File: config.mk
export PLATFORM = sky130hd
export DESIGN_NAME = anc_adapt_scheduler
export DESIGN_NICKNAME = d
export VERILOG_FILES = /design/src/rtl/anc_adapt_scheduler.sv
export SDC_FILE = /design/constraint.sdc
export NUM_CORES = 1
export LEC_CHECK = 0
export CORE_MARGIN = 2
export CORE_UTILIZATION = 50
export DETAILED_ROUTE_END_ITERATION = 10
export GPL_TIMING_DRIVEN = 0
export PLACE_DENSITY = 0.87
export SLEW_MARGIN = 10
export SYNTH_ARGS = -nofsm -noshare
export SYNTH_HDL_FRONTEND = slang
export SYNTH_SLANG_ARGS = --single-unit
File: constraint.sdc
create_clock -name clk_in -period 2.4 [get_ports clk_in]
set_input_delay 0.36 -clock clk_in [delete_from_list [all_inputs] [get_ports clk_in]]
set_output_delay 0.36 -clock clk_in [all_outputs]
set_load 0.02 [all_outputs]
File: src/rtl/anc_adapt_scheduler.sv
// anc_adapt_scheduler: per-sample sequencer for the adaptive noise-cancellation
// datapath. Each accepted reference sample is written into the circular buffer.
// The FIR is then launched, the error sample is awaited, and one LMS update is
// issued once warm-up is complete and adaptation is enabled.
// Optional build macro: ANC_DIAG_CNT_EN adds saturating overrun/timeout counters.
module anc_adapt_scheduler #(
    parameter int ARRAY_SIZE     = 256,
    parameter int OFFSET_W       = 8,
    parameter int WARMUP_SAMPLES = 256,
    parameter int TIMEOUT_CYCLES = 1024
) (
    input  logic                clk_in,
    input  logic                rst_n_in,
    input  logic                sample_valid_in,
    input  logic [15:0]         sample_in,
    input  logic                adapt_en_in,
    input  logic                fir_done_in,
    input  logic                error_valid_in,
    input  logic                lms_done_in,
    output logic                wr_en_out,
    output logic [OFFSET_W-1:0] wr_addr_out,
    output logic [15:0]         wr_data_out,
    output logic [OFFSET_W-1:0] offset_out,
    output logic                fir_start_out,
    output logic                lms_ready_out,
    output logic                busy_out,
    output logic                warm_out,
    output logic                overrun_out,
    output logic                timeout_out
`ifdef ANC_DIAG_CNT_EN
    ,
    output logic [15:0]         overrun_cnt_out,
    output logic [15:0]         timeout_cnt_out
`endif
);

    localparam logic [2:0] ST_IDLE     = 3'd0;
    localparam logic [2:0] ST_WRITE    = 3'd1;
    localparam logic [2:0] ST_FIR_RUN  = 3'd2;
    localparam logic [2:0] ST_ERR_WAIT = 3'd3;
    localparam logic [2:0] ST_LMS_RUN  = 3'd4;

    localparam int WU_W = $clog2(WARMUP_SAMPLES + 1);
    localparam int WD_W = $clog2(TIMEOUT_CYCLES + 1);
    localparam logic [WU_W-1:0]     WU_MAX     = WU_W'(WARMUP_SAMPLES);
    localparam logic [WD_W-1:0]     WD_LAST    = WD_W'(TIMEOUT_CYCLES - 1);
    localparam logic [OFFSET_W-1:0] OFFSET_RST = OFFSET_W'(ARRAY_SIZE - 1);

    // Next ring index; the buffer size is a power of two so the wrap is natural.
    function automatic logic [OFFSET_W-1:0] ring_next(input logic [OFFSET_W-1:0] idx);
        return idx + OFFSET_W'(1);
    endfunction

    logic [2:0]          state_r;
    logic [2:0]          state_nxt_s;
    logic [WD_W-1:0]     wd_r;
    logic [WU_W-1:0]     wu_r;
    logic [WU_W-1:0]     wu_nxt_s;
    logic                wait_s;
    logic                timeout_s;
    logic                start_s;
    logic                overrun_s;
    logic                wr_en_r;
    logic [OFFSET_W-1:0] wr_addr_r;
    logic [15:0]         wr_data_r;
    logic [OFFSET_W-1:0] offset_r;
    logic                fir_start_r;
    logic                lms_ready_r;
    logic                busy_r;
    logic                warm_r;
    logic                overrun_r;
    logic                timeout_r;

    // Next-state, watchdog expiry, sample acceptance and warm-up count decode.
    always_comb begin
        state_nxt_s = state_r;
        wait_s      = 1'b0;
        timeout_s   = 1'b0;
        start_s     = 1'b0;
        overrun_s   = 1'b0;
        wu_nxt_s    = wu_r;
        case (state_r)
            ST_IDLE: begin
                if (sample_valid_in) begin
                    start_s     = 1'b1;
                    state_nxt_s = ST_WRITE;
                end else begin
                    state_nxt_s = ST_IDLE;
                end
            end
            ST_WRITE: begin
                state_nxt_s = ST_FIR_RUN;
            end
            ST_FIR_RUN: begin
                wait_s = 1'b1;
                if (fir_done_in) begin
                    state_nxt_s = ST_ERR_WAIT;
                end else begin
                    state_nxt_s = ST_FIR_RUN;
                end
            end
            ST_ERR_WAIT: begin
                wait_s = 1'b1;
                if (error_valid_in) begin
                    if (adapt_en_in && warm_r) begin
                        state_nxt_s = ST_LMS_RUN;
                    end else begin
                        state_nxt_s = ST_IDLE;
                    end
                end else begin
                    state_nxt_s = ST_ERR_WAIT;
                end
            end
            ST_LMS_RUN: begin
                wait_s = 1'b1;
                // A done coinciding with the ready pulse belongs to no request yet.
                if (lms_done_in && !lms_ready_r) begin
                    state_nxt_s = ST_IDLE;
                end else begin
                    state_nxt_s = ST_LMS_RUN;
                end
            end
            default: begin
                state_nxt_s = ST_IDLE;
            end
        endcase
        // Watchdog only fires if the state would otherwise stay put.
        if (wait_s && (state_nxt_s == state_r) && (wd_r == WD_LAST)) begin
            timeout_s   = 1'b1;
            state_nxt_s = ST_IDLE;
        end else begin
            timeout_s   = 1'b0;
        end
        if (state_r != ST_IDLE) begin
            overrun_s = sample_valid_in;
        end else begin
            overrun_s = 1'b0;
        end
        if (start_s && (wu_r != WU_MAX)) begin
            wu_nxt_s = wu_r + WU_W'(1);
        end else begin
            wu_nxt_s = wu_r;
        end
    end

    // Control state, watchdog, warm-up tracking and pulse outputs.
    always_ff @(posedge clk_in or negedge rst_n_in) begin
        if (!rst_n_in) begin
            state_r     <= ST_IDLE;
            wd_r        <= {WD_W{1'b0}};
            wu_r        <= {WU_W{1'b0}};
            warm_r      <= 1'b0;
            busy_r      <= 1'b0;
            fir_start_r <= 1'b0;
            lms_ready_r <= 1'b0;
            overrun_r   <= 1'b0;
            timeout_r   <= 1'b0;
        end else begin
            state_r     <= state_nxt_s;
            if ((state_nxt_s != state_r) || !wait_s) begin
                wd_r <= {WD_W{1'b0}};
            end else begin
                wd_r <= wd_r + WD_W'(1);
            end
            wu_r        <= wu_nxt_s;
            warm_r      <= (wu_nxt_s == WU_MAX);
            busy_r      <= (state_nxt_s != ST_IDLE);
            fir_start_r <= (state_nxt_s == ST_FIR_RUN) && (state_r != ST_FIR_RUN);
            lms_ready_r <= (state_nxt_s == ST_LMS_RUN) && (state_r != ST_LMS_RUN);
            overrun_r   <= overrun_s;
            timeout_r   <= timeout_s;
        end
    end

    // Buffer write port and ring offset; the offset moves with the write strobe.
    always_ff @(posedge clk_in or negedge rst_n_in) begin
        if (!rst_n_in) begin
            wr_en_r   <= 1'b0;
            wr_addr_r <= {OFFSET_W{1'b0}};
            wr_data_r <= 16'h0000;
            offset_r  <= OFFSET_RST;
        end else if (start_s) begin
            wr_en_r   <= 1'b1;
            wr_addr_r <= ring_next(offset_r);
            wr_data_r <= sample_in;
            offset_r  <= ring_next(offset_r);
        end else begin
            wr_en_r   <= 1'b0;
            wr_addr_r <= wr_addr_r;
            wr_data_r <= wr_data_r;
            offset_r  <= offset_r;
        end
    end

`ifdef ANC_DIAG_CNT_EN
    logic [15:0] overrun_cnt_r;
    logic [15:0] timeout_cnt_r;

    // Saturating diagnostic counters, stepped together with their pulses.
    always_ff @(posedge clk_in or negedge rst_n_in) begin
        if (!rst_n_in) begin
            overrun_cnt_r <= 16'h0000;
            timeout_cnt_r <= 16'h0000;
        end else begin
            if (overrun_s && (overrun_cnt_r != 16'hFFFF)) begin
                overrun_cnt_r <= overrun_cnt_r + 16'h0001;
            end else begin
                overrun_cnt_r <= overrun_cnt_r;
            end
            if (timeout_s && (timeout_cnt_r != 16'hFFFF)) begin
                timeout_cnt_r <= timeout_cnt_r + 16'h0001;
            end else begin
                timeout_cnt_r <= timeout_cnt_r;
            end
        end
    end

    assign overrun_cnt_out = overrun_cnt_r;
    assign timeout_cnt_out = timeout_cnt_r;
`endif

    assign wr_en_out     = wr_en_r;
    assign wr_addr_out   = wr_addr_r;
    assign wr_data_out   = wr_data_r;
    assign offset_out    = offset_r;
    assign fir_start_out = fir_start_r;
    assign lms_ready_out = lms_ready_r;
    assign busy_out      = busy_r;
    assign warm_out      = warm_r;
    assign overrun_out   = overrun_r;
    assign timeout_out   = timeout_r;

endmodule

==> results of run 1 <==
power by group through the flow:
stage | sequential [W] | combinational [W] | clock [W]
floorplan | 0.00198 | 0.000678 | 0
global placement | 0.00169 | 0.00166 | 0
detailed placement | 0.00170 | 0.00172 | 0
CTS | 0.00169 | 0.00173 | 0.000930
global route | 0.00174 | 0.00188 | 0.000979
finish | 0.00169 | 0.00171 | 0.000913
final timing paths:
check	from	endpoint	slack, ps
worst max register to register	state_r[2]$_DFF_PN0_	warm_out$_DFF_PN0_	240
max in group asynchronous	rst_n_in	timeout_out$_DFF_PN0_	1820
min in group clk_in	wr_data_out[6]$_DFFE_PN0P_	wr_data_out[6]$_DFFE_PN0P_	470
worst min-delay path	rst_n_in	wr_data_out[12]$_DFFE_PN0P_	100
worst min register to register	wr_data_out[6]$_DFFE_PN0P_	wr_data_out[6]$_DFFE_PN0P_	470
worst max-delay path	sample_valid_in	warm_out$_DFF_PN0_	130
per-stage QoR:
step           setup TNS (ps)  std cells
3_5_place_dp             -563        412
3_3_place_gp           -54610        412
4_1_cts                     0        428
2_1_floorplan               0        279
5_1_grt                     0        428
6_report                    0        428
layer usage:
| layer | GRT usage | wire, µm | up-vias |
|---|---|---|---|
| li1 | - | - | 1063 |
| met1 | 0.256 | 2430 | 1044 |
| met2 | 0.321 | 2720 | 62 |
| met3 | 0.0621 | 324 | 7 |
| met4 | 0.0895 | 92 | 0 |
| met5 | 0 | 0 | - |
state kept, by name, summed over array words and instances, names as in the netlist:
name / count
wr_data_out: 16
wd_r: 11
wu_r: 9
offset_out: 8
wr_addr_out: 8
state_r: 3
busy_out: 1
fir_start_out: 1
lms_ready_out: 1
overrun_out: 1
timeout_out: 1
warm_out: 1
wr_en_out: 1
cell families after synthesis:
family / synth area share
flops: 0.563
fa+ha+maj: 0.0181
buf+inv: 0.0248
simple gates: 0.239
compound gates: 0.0483
mux: 0.0113
xor+xnor: 0.0948
cell usage after synthesis, types with 4 or more instances:
cell type,count,area share
xnor2_1,17,0.054
nand2b_1,4,0.0090
nand2_1,76,0.10
ha_1,4,0.018
nor2_1,27,0.037
clkbuf_1,10,0.014
xor2_1,13,0.041
dfrtp_1,54,0.49
nand3_1,10,0.018
inv_1,7,0.0095
nor3_1,4,0.0072
dfstp_2,8,0.076
o21ai_0,8,0.014
area by class of cell:
cell class | count | area (µm²) | area share
Buffer | 11 | 42.5 | 0.0116
Clock buffer | 10 | 138 | 0.0375
Inverter | 7 | 26.3 | 0.00716
Multi-Input combinational cell | 199 | 1140 | 0.311
Timing Repair Buffer | 61 | 608 | 0.166
Tap cell | 72 | 90.1 | 0.0246
Sequential cell | 62 | 1560 | 0.426
Clock inverter | 6 | 61.3 | 0.0167
==> metrics.md, run 1 <==
| Metric | Value |
|---|---|
| Outcome | `completed` |
| Sw Ratio | `0.372` |
| Final Hold Fails | `0` |
| Post-layout util | `0.674` |
| Detailed Place HPWL | `3920 µm` |
| Sequential Power Share | `0.392` |
| Final worst-path cycle share | `0.945` |
| Min Tclk post-route | `2270 ps` |
| Final WS setup | `132 ps` |
| Clk buf depth | `2` |
| DRT Pass-1 Iters | `5` |
| Critical-path top delay cell | `clkdlybuf4s50_1` |
| Initial DRC Count | `104` |
| Die W | `78.5 µm` |
| Post-Synthesis Cell Area | `2770 µm²` |
| Hold Worst Slack | `97.3 ps` |
| Layout Cell Area excl Fill | `3670 µm²` |
| Slew margin rel. | `0.495` |
| Worst setup path class | `input port to register` |
| Delay-heaviest family, CP | `simple AND/OR/NAND/NOR gates` |
| First-pass GRT wire length | `9680 µm` |
| Die height | `78.5 µm` |
| Area of the core | `5440 µm²` |
| Internal power | `0.00271 W` |
| Synth warn | `0` |
| Gr usage total | `0.202` |
| Drt drc | `0` |
| CP arrival | `2510 ps` |
| CP Max Fanout | `8` |
| Power per standard cell area | `1170 nW/µm²` |
| WL per Instance | `13.0 µm` |
| Crit path largest cell delay | `550 ps` |
| Overflow after GRT | `0` |
| RSZ-0062 raised after global routing | `no` |
| Worst r2r path cells | `6` |
| Initial Util | `0.510` |
| Syn_nets | `306` |
| Initial antenna violation count | `0` |
| Fmax | `441 MHz` |
| CTS tree | `yes` |
| Cells along the critical path | `clkdlybuf4s50_1, or4b_1, buf_2, nor2_1, mux2i_1, nand4b_1, nor4b_2` |
| Via Count | `2176` |
| Slew @ Worst Pin | `758 ps` |
| Number of H-tree levels | `3` |
| Via/cell ratio | `5.08` |
| Gates resized, CTS repair | `0` |
| Final WL | `5560 µm` |
| Antenna-violating nets left | `0` |
| Netlist cell types | `38` |
| Fillers | `409` |
| Share of cells above drive strength 1 | `0.0871` |
| CP Capture Type | `register` |
| PortBufs | `61` |
| TritonCTS Buffers | `9` |
| Placed cell area | `3470 µm²` |
| Combinational Power Share | `0.396` |
| Skew final | `5.90 ps` |
| WP buf/inv | `2` |
| Worst-path clk slew | `70 ps` |
| Peak VDD IR | `0.000719 V` |
| CTS sink count | `62` |
| Pre-CTS WS | `-212 ps` |
| Routability cong. | `0.770` |
| Ant diodes | `0` |
| Commonest non-fill, non-tap cell in the layout | `nand2_1` |
| Sw power | `0.00160 W` |
| #FFs+latches synth | `62` |
| Post-synth top flop | `dfrtp_1` |
| Maxcap violations | `0` |
| Slew Viols, Final | `0` |
| Row count | `27` |
| Final net count | `378` |
| CP Data Required Time | `2640 ps` |
| Clk pwr share | `0.212` |
| Vias in the first global route | `2184` |
| Most frequent cells in the layout | `nand2_1 (76), clkdlybuf4s50_1 (60), dfrtp_1 (54)` |
| Hold_buf cts | `0` |
| Leak | `1.63 nW` |
| Die ar. | `6150 µm²` |
| CP Depth | `7` |
| Syn Area/Cell | `9.93 µm²` |
| Post-CTS Setup Bufs | `0` |
| Worst Setup Start Kind | `input port` |
| Root Driver | `clkbuf_8` |
| Finish-stage setup viols | `0` |
| Total Power | `0.00431 W` |
| EDFF count, synth | `0` |
| Clock Latency Late Sink | `340 ps` |
| Share of synthesized flip-flops with an asynchronous set or reset | `1.00` |
| Area growth syn-to-layout | `32.4%` |
| I/O pin total | `62` |
| Worst hold path type | `input port to asynchronous set/reset pin` |
| Sequential share of the synthesized area | `0.563` |
| Mapped Cells | `279` |
| Largest net degree at the start of global routing | `63` |
No activity file was read; power rests on OpenSTA's default activity.
==> run 2: changes to the inputs <==
Settings changed: CORE_UTILIZATION 50 to 45, MAX_ROUTING_LAYER from default to met4, PLACE_DENSITY 0.87 to 0.83.
Clock period 2.4 ns to 1.9 ns, I/O delays scaled along.
==> run 2 against run 1 <==
Effect of this change:
- the flow now finishes with violations (setup timing)
- sequential share of layout area down 1.4 points
- register-to-register slack worse by 310 ps
- flip-flop and latch count unchanged
- die area up 11%
- wire length up 7.4%
- count of clock-buffer cells in the layout up 1
- critical path depth down 2
- first-iteration DRC count up 32%
- core utilization down 3.4 points
==> metrics.md, run 2 (same netlist as run 1, synthesis figures left out) <==
| Metric | Value |
|---|---|
| Via Count | `2190` |
| Clk buf depth | `2` |
| Die W | `82.5 µm` |
| Die ar. | `6800 µm²` |
| Clock Latency Late Sink | `340 ps` |
| Leak | `1.68 nW` |
| Fmax | `508 MHz` |
| Ant diodes | `0` |
| Drt drc | `0` |
| CP Max Fanout | `8` |
| Final worst-path cycle share | `1.04` |
| Final WL | `5970 µm` |
| Root Driver | `clkbuf_8` |
| Row count | `28` |
| Fillers | `465` |
| Share of cells above drive strength 1 | `0.150` |
| CP arrival | `2190 ps` |
| CP Capture Type | `register` |
| Cells along the critical path | `or4b_4, nor2_4, mux2i_1, nand4b_1, nor4b_2` |
| Min Tclk post-route | `1970 ps` |
| Clk pwr share | `0.211` |
| Initial antenna violation count | `0` |
| Final net count | `381` |
| Slew Viols, Final | `0` |
| Worst setup path class | `register to register` |
| Layout Cells excl Fill | `434` |
| Uppermost layer routed | `met4` |
| Met2 wire length | `3120 µm` |
| Initial DRC Count | `137` |
| Sw Ratio | `0.371` |
| Peak VDD IR | `0.00101 V` |
| Wl on met1 | `2520 µm` |
| Placed cell area | `3470 µm²` |
| Slew @ Worst Pin | `770 ps` |
| RR Endpoint | `warm_out$_DFF_PN0_` |
| Gr usage total | `0.193` |
| Die height | `82.5 µm` |
| Largest net degree at the start of global routing | `63` |
| CP Data Required Time | `2130 ps` |
| Final Hold Fails | `0` |
| DRT Pass-1 Iters | `4` |
| Critical-path top delay cell | `or4b_4` |
| Commonest non-fill, non-tap cell in the layout | `nand2_1` |
| Detailed Place HPWL | `3980 µm` |
| Antenna-violating nets left | `0` |
| Vias in the first global route | `2165` |
| Area of the core | `5920 µm²` |
| Worst-path clk slew | `70 ps` |
| Number of H-tree levels | `3` |
| Maxcap violations | `0` |
| Via/cell ratio | `5.05` |
| Worst Setup Start Kind | `register` |
| Slew margin rel. | `0.487` |
| Internal power | `0.00352 W` |
| Initial Util | `0.468` |
| Worst r2r path cells | `5` |
| Skew final | `11.6 ps` |
| I/O pin total | `62` |
| Flop2flop setup slack | `-70 ps` |
| TritonCTS Buffers | `9` |
| WL per Instance | `13.8 µm` |
| Combinational Power Share | `0.406` |
| Overflow after GRT | `0` |
| Hold Worst Slack | `1.76 ps` |
| Worst hold path type | `input port to asynchronous set/reset pin` |
| RSZ-0062 raised after global routing | `yes` |
| Sequential Power Share | `0.383` |
| Layout Cell Area excl Fill | `3790 µm²` |
| Final WS setup | `-68.1 ps` |
| Finish-stage setup viols | `2` |
| CTS sink count | `62` |
| Most frequent cells in the layout | `nand2_1 (76), clkdlybuf4s50_1 (59), dfrtp_1 (54)` |
| Placed Cells | `415` |
| Crit path largest cell delay | `640 ps` |
| CTS tree | `yes` |
| PortBufs | `61` |
| Failing checks | `setup timing` |
| Pre-CTS WS | `-692 ps` |
| Routability cong. | `0.882` |
| Met3 wire len | `210 µm` |
| Sw power | `0.00208 W` |
| First-pass GRT wire length | `9490 µm` |
| Outcome | `finished with violations` |
| Power per standard cell area | `1480 nW/µm²` |
| Area growth syn-to-layout | `36.8%` |
| Hold_buf cts | `0` |
| Max reg flops | `16` |
| Worst r2r src | `state_r[0]$_DFF_PN0_` |
## run 2: changes by cell type in the layout (fill, tap and decap cells not counted), sizes merged
cell / before / now
buf: 2 / 6
clkinv: 4 / 1
dlygate4sd2: 0 / 1
clkinvlp: 1 / 3
clkdlybuf4s50: 60 / 59
## run 2: worst max-delay path by stage
stage | start | endpoint | slack, ps | depth (start not counted)
after floorplan | state_r[2]$_DFF_PN0_ | warm_out$_DFF_PN0_ | 10 | 6
after global placement | rst_n_in | wr_data_out[7]$_DFFE_PN0P_ | -1430 | 1
after detailed placement | sample_valid_in | warm_out$_DFF_PN0_ | -690 | 7
after CTS | state_r[1]$_DFF_PN0_ | warm_out$_DFF_PN0_ | -100 | 6
after global routing | state_r[0]$_DFF_PN0_ | warm_out$_DFF_PN0_ | -160 | 4
final | state_r[0]$_DFF_PN0_ | warm_out$_DFF_PN0_ | -70 | 5
## run 2: timing repair
item / 4_1_cts / 5_1_grt
resized for setup: 21 / 8
buffers inserted: 3 / 2
endpoints found under the setup margin: 41 / 37
pin swaps: 6 / 5
## run 2: through the flow
step	util	TNS (ps)	power, W
5_1_grt	0.641	-786	0.00598
3_3_place_gp	0.587	-101640	0.00425
4_1_cts	0.636	-119	0.00560
2_1_floorplan	-	0	0.00336
6_report	0.641	-89.6	0.00560
3_5_place_dp	0.587	-20580	0.00433
## run 2: power by group through the flow
stage	sequential (W)	combinational (W)	clock, W
4_1_cts	0.00214	0.00225	0.00121
3_3_place_gp	0.00214	0.00211	0
5_1_grt	0.00221	0.00249	0.00128
6_report	0.00215	0.00227	0.00118
2_1_floorplan	0.00250	0.000857	0
3_5_place_dp	0.00216	0.00217	0
## run 2: area by class of cell
class / instances / area [µm²] / area share
multi-input combinational: 199 / 1210 / 0.319
timing repair buffer: 66 / 648 / 0.171
sequential: 62 / 1560 / 0.412
buffer: 9 / 42.5 / 0.0112
clock inverter: 5 / 57.6 / 0.0152
inverter: 7 / 26.3 / 0.00693
tap: 75 / 93.8 / 0.0247
clock buffer: 11 / 151 / 0.0399
## run 2: critical path: cells and delay by family, from the launching register on
family | cells | cell delay (ps)
multiplexers | 1 | 230
flip-flops | 1 | 390
AND/OR/NAND/NOR | 4 | 1240
## run 2: layer usage
| layer | vias up | global-route usage |
|---|---|---|
| met4 | 0 | 0.117 |
| met3 | 10 | 0.0326 |
| li1 | 1064 | - |
| met1 | 1069 | 0.218 |
| met2 | 47 | 0.323 |
| met5 | - | - |
==> edit 1, RTL diff (config.mk and constraints of run 2) <==
Change the parameter `WARMUP_SAMPLES` from 256 to 512.
--- a/src/rtl/anc_adapt_scheduler.sv
+++ b/src/rtl/anc_adapt_scheduler.sv
@@ -6,7 +6,7 @@
 module anc_adapt_scheduler #(
     parameter int ARRAY_SIZE     = 256,
     parameter int OFFSET_W       = 8,
-    parameter int WARMUP_SAMPLES = 256,
+    parameter int WARMUP_SAMPLES = 512,
     parameter int TIMEOUT_CYCLES = 1024
 ) (
     input  logic                clk_in,
Function: no difference found for any inputs over 10 cycles, from zero or initial values and one cycle with rst_n_in low; that may be too few to reach the edited logic, so the function may still have changed.
==> edit 1 against run 2 <==
  * The flow still finishes with violations (setup timing)
  * Via count grew 4.6%
  * Combinational power shrank 4%
  * Sequential share of layout area shrank 0.35 points
  * Maximum frequency grew 3.5%
  * Cell count grew 3.9%
  * Global-route usage shrank 0.067 points
  * Setup slack gained 67 ps
  * Count of clock-buffer cells in the layout grew 3
  * Total power grew 0.43%
  * Synthesized area grew 3.5%
  * Sequential cell count grew 1
  * Wire length grew 5.2%
  * Design area grew 2.6%
==> edit 1: results (changes against run 2) <==
Synth
  – Post-synthesis compound-gate area fraction: 5.23% (was 4.83%)
  – Multiplexer area fraction after synthesis: 0.392% (was 1.13%)
  – Syn_nets: 321 (was 306)
  – FFs w/ async S/R, synth: 100% (unchanged)
  – Synth top cells by count: 71 x nand2_1, 55 x dfrtp_1, 25 x nor2_1, 19 x xnor2_1, 15 x xor2_1 (was 76 x nand2_1, 54 x dfrtp_1, 27 x nor2_1, 17 x xnor2_1, 13 x xor2_1)
  – Register area share after synthesis: 55.3% (was 56.3%)
  – Post-synthesis adder-cell area fraction: 1.74% (was 1.81%)
  – XOR/XNOR Fraction of Synth Area: 10.4% (was 9.48%)
  – Synth top area cells: dfrtp_1 48%, nand2_1 9.3%, dfstp_2 7.3%, xnor2_1 5.8%, xor2_1 4.6% (was dfrtp_1 49%, nand2_1 10%, dfstp_2 7.6%, xnor2_1 5.4%, xor2_1 4.1%)
  – Number of distinct library cells after synthesis: 37 (was 38)

Cells and area
  – Max FFs per register: 16 (unchanged)
  – # fillers: 508 (was 465)
  – Share of layout cells above drive strength 1: 13.6% (was 15.0%)

Drt
  – Met2 routed WL: 2.95 mm (was 3.12 mm)
  – Drt first-iter violations: 110 (was 137)
  – Drt total wl: 6.28 mm (was 5.97 mm)
  – Metal-1 WL: 2.70 mm (was 2.52 mm)
  – Via/cell ratio: 5.08 (was 5.05)
  – DR WL met3: 521 microns (was 210 microns)

Power and ir drop
  – Pleak: 1.72 nW (was 1.68 nW)
  – Worst VDD drop: 0.000849 V (was 0.00101 V)
  – Net Switching: 0.00198 W (was 0.00208 W)
  – Combinational power share: 38.7% (was 40.6%)

Global routing
  – Vias in the first global route: 2310 (was 2165)
  – Largest net degree at the start of global routing: 64 (was 63)
  – M3 GR Usage: 7.32% (was 3.26%)
  – GR met1 Demand/Resource: 23.4% (was 21.8%)
  – Global-route wire length before repair: 10.5 mm (was 9.49 mm)
  – Total track usage: 19.3% (about the same)

STA
  – Clk_skew: 7.07 ps (was 11.6 ps)
  – Setup TNS: -1.41 ps (was -89.6 ps)
  – Post-route setup slack: -1.41 ps (was -68.1 ps)
  – Max_slew headroom: 48.7% (about the same)
  – Final setup violating endpoints: 1 (was 2)

Worst setup path
  – CP Max Fanout: 10 (was 8)
  – Crit path max-delay family: simple AND/OR/NAND/NOR gates (unchanged)
  – Stages on worst setup path: 6 (was 5)
  – Crit path largest cell delay: 600 ps (was 640 ps)
  – Crit path arrival time: 2120 ps (was 2190 ps)

Clock tree
  – Cts repair resizes: 8 (was 21)

Outcome
  – Failing checks: setup timing (unchanged)
  – Status: finished, violations left (unchanged)

Placed design
  – PortBufs: 61 (unchanged)
  – HPWL after detailed placement: 4.16 mm (was 3.98 mm)
  – Gpl congestion: 0.803 (was 0.882)

Die
  – Die ar.: 7030 sq um (was 6800 sq um)
[edit 1: power groups by stage]
stage | clock network [W] | logic (W) | registers (W)
5_1_grt | 0.00148 | 0.00238 | 0.00211
2_1_floorplan | 0 | 0.000900 | 0.00237
6_report | 0.00139 | 0.00218 | 0.00206
3_5_place_dp | 0 | 0.00211 | 0.00206
4_1_cts | 0.00141 | 0.00218 | 0.00203
3_3_place_gp | 0 | 0.00206 | 0.00204
[edit 1: final cells by class]
class	count	area, sq um	share of cell area [%]
plain buffers	12	61.3	1.58
clock buffers	14	183	4.69
clock inverters	2	60.1	1.54
inverters	5	18.8	0.482
multi-input cells	212	1240	31.8
flip-flops and latches	63	1590	40.8
well taps	77	96.3	2.48
repair buffers	66	646	16.6
[edit 1: through the flow]
step	cell area (sq um)	hold WS, ps	setup slack, ps	instances
global placement	3580	456	-1460	432
floorplan	2870	-10.6	8.50	294
global route	3890	74.6	-74.6	451
detailed placement	3570	422	-428	432
finish	3890	27.9	-1.41	451
CTS	3850	54.1	17.9	450
==> edit 2, RTL diff (flow settings as in run 2) <==
Without the edit above. Remove the register `overrun_r`: a continuous assignment takes its place, so the output `overrun_out` follows one clock earlier.
--- a/src/rtl/anc_adapt_scheduler.sv
+++ b/src/rtl/anc_adapt_scheduler.sv
@@ -153,7 +153,6 @@
             busy_r      <= 1'b0;
             fir_start_r <= 1'b0;
             lms_ready_r <= 1'b0;
-            overrun_r   <= 1'b0;
             timeout_r   <= 1'b0;
         end else begin
             state_r     <= state_nxt_s;
@@ -167,10 +166,11 @@
             busy_r      <= (state_nxt_s != ST_IDLE);
             fir_start_r <= (state_nxt_s == ST_FIR_RUN) && (state_r != ST_FIR_RUN);
             lms_ready_r <= (state_nxt_s == ST_LMS_RUN) && (state_r != ST_LMS_RUN);
-            overrun_r   <= overrun_s;
             timeout_r   <= timeout_s;
         end
     end
+
+    assign overrun_r = overrun_s;
 
     // Buffer write port and ring offset; the offset moves with the write strobe.
     always_ff @(posedge clk_in or negedge rst_n_in) begin
Check against the original RTL: not equivalent (Yosys sat finds a counterexample within 4 cycles, from zero or initial values and one cycle with rst_n_in low).
==> edit 2 against run 2 <==
  * Count of clock-buffer cells in the layout increased by 1
  * Sequential cell count decreased by 1
  * Wire length decreased by 3.9%
  * Cell count decreased by 0.69%
  * Design area decreased by 2.0%
  * Synthesized cell count decreased by 0.36%
  * Synthesized area decreased by 0.90%
  * Total power decreased by 3.6%
  * Setup slack improved by 69 ps
  * Largest power group unchanged
  * Highest routed layer unchanged
==> edit 2: results (changes against run 2) <==
Outcome
  – Status: finished, final reports clean (was finished, violations left)

Placed design
  – HPWL after detailed placement: 4.00 mm (was 3.98 mm)
  – Setup WS pre-CTS: -558 ps (was -692 ps)
  – Gpl congestion: 0.811 (was 0.882)
  – Placed cells: 414 (was 415)

Power and ir drop
  – Worst VDD drop: 0.000980 V (was 0.00101 V)
  – Pleak: 1.65 nW (was 1.68 nW)

Worst setup path
  – Origin of the worst setup path: state_r[1]$_DFF_PN0_ (was state_r[0]$_DFF_PN0_)
  – Reg-to-Reg Start: state_r[1]$_DFF_PN0_ (was state_r[0]$_DFF_PN0_)
  – Crit path arrival time: 2110 ps (was 2190 ps)

Clock tree
  – Clock Tree Root: clkbuf_8 (unchanged)
  – Later-pin clock latency in the skew report: 340 ps (about the same)
  – CTS clk-pin slew, worst paths: 60 ps

Global routing
  – Largest net degree at the start of global routing: 62 (was 63)
  – Global-route wire length before repair: 9.18 mm (was 9.49 mm)
  – Total track usage: 18.8% (was 19.3%)
  – Vias in the first global route: 2111 (was 2165)

Drt
  – Initial DRT Pass Iterations: 7 (was 4)
  – Drt first-iter violations: 140 (was 137)
  – Via/cell ratio: 5.02 (was 5.05)
  – Drt total wl: 5.74 mm (was 5.97 mm)

Cells and area
  – # fillers: 456 (was 465)
  – Antenna Cells: 0 (unchanged)
  – Finished Layout Cells: 431 (was 434)
  – Max FFs per register: 16 (unchanged)
  – Nets@finish: 378 (was 381)
  – Share of layout cells above drive strength 1: 14.9% (was 15.0%)

Synth
  – Register area share after synthesis: 55.9% (was 56.3%)
  – Syn_nets: 305 (was 306)
  – Synth top area cells: dfrtp_1 48%, nand2_1 10%, dfstp_2 7.7%, xnor2_1 5.4%, xor2_1 4.1% (was dfrtp_1 49%, nand2_1 10%, dfstp_2 7.6%, xnor2_1 5.4%, xor2_1 4.1%)
  – Cells after Synth: 278 (was 279)
  – Number of distinct library cells after synthesis: 38 (unchanged)

STA
  – Max_slew headroom: 50.9% (was 48.7%)
[edit 2: area by class of cell]
cell class                      instances  area share (%)
Multi-Input combinational cell        199            32.6
Buffer                                  9            1.14
Clock buffer                           12            4.17
Sequential cell                        61            41.3
Tap cell                               75            2.52
Inverter                                7           0.707
Clock inverter                          4           0.606
Timing Repair Buffer                   64            16.9
[edit 2: cell families (layout without fill, tap and decap cells)]
kind of cell / Yosys count / in the layout / synth area share (%)
mux: 3 / 3 / 1.14
xor+xnor: 30 / 30 / 9.57
compound gates: 17 / 17 / 4.88
buf+inv: 18 / 96 / 2.51
fa+ha+maj: 4 / 4 / 1.82
flops: 61 / 61 / 55.9
simple gates: 145 / 145 / 24.1
[edit 2: timing repair]
action,CTS,global route
hold buffers,0,0
setup buffers,0,3
pin swaps,0,6
gates resized for setup,18,10
setup endpoints to repair,41,39
[edit 2: metal layers]
metal,vias to the layer above,routed length [microns],global-route usage [%]
li1,1063,-,-
met1,1037,2430,21.5
met2,56,2940,31.1
met3,9,246,4.46
met4,0,124,9.50
met5,-,0,-
[edit 2: worst paths after layout]
| check | end | cells after the start | slack (ps) |
|---|---|---|---|
| max | warm_out$_DFF_PN0_ | 5 | 0.9 |
| min | wr_data_out[3]$_DFFE_PN0P_ | 1 | 5 |
| max reg2reg | warm_out$_DFF_PN0_ | 5 | 0.9 |
| min reg2reg | wd_r[0]$_DFF_PN0_ | 1 | 480 |
| max in group asynchronous | wd_r[7]$_DFF_PN0_ | 1 | 1400 |
| min in group clk_in | wr_data_out[13]$_DFFE_PN0P_ | 3 | 470 |
[edit 2: stage by stage]
| step | TNS (ps) | area (sq um) | utilization, % | total power (W) | hold slack [ps] |
|---|---|---|---|---|---|
| final | 0 | 3720 | 62.8 | 0.00540 | 5.11 |
| after floorplan | 0 | 2750 | - | 0.00333 | -10.6 |
| after CTS | -73.3 | 3660 | 61.9 | 0.00538 | 36.7 |
| after global placement | -94300 | 3450 | 58.3 | 0.00421 | 457 |
| after detailed placement | -20270 | 3450 | 58.2 | 0.00430 | 401 |
| after global routing | -409 | 3720 | 62.8 | 0.00577 | 79.7 |
[edit 2: critical path: stages, from the launching register on]
cell      delay (ps)
dfrtp_1          380
or4b_4           640
a41oi_4          240
mux2_1           340
nand4b_1         130
nor4b_2           60
[edit 2: where the power goes]
group | leakage, nW | internal, W | switching, W
logic | 0.793 | 0.00105 | 0.00121
clock network | 0.0921 | 0.000537 | 0.000484
registers | 0.763 | 0.00177 | 0.000352
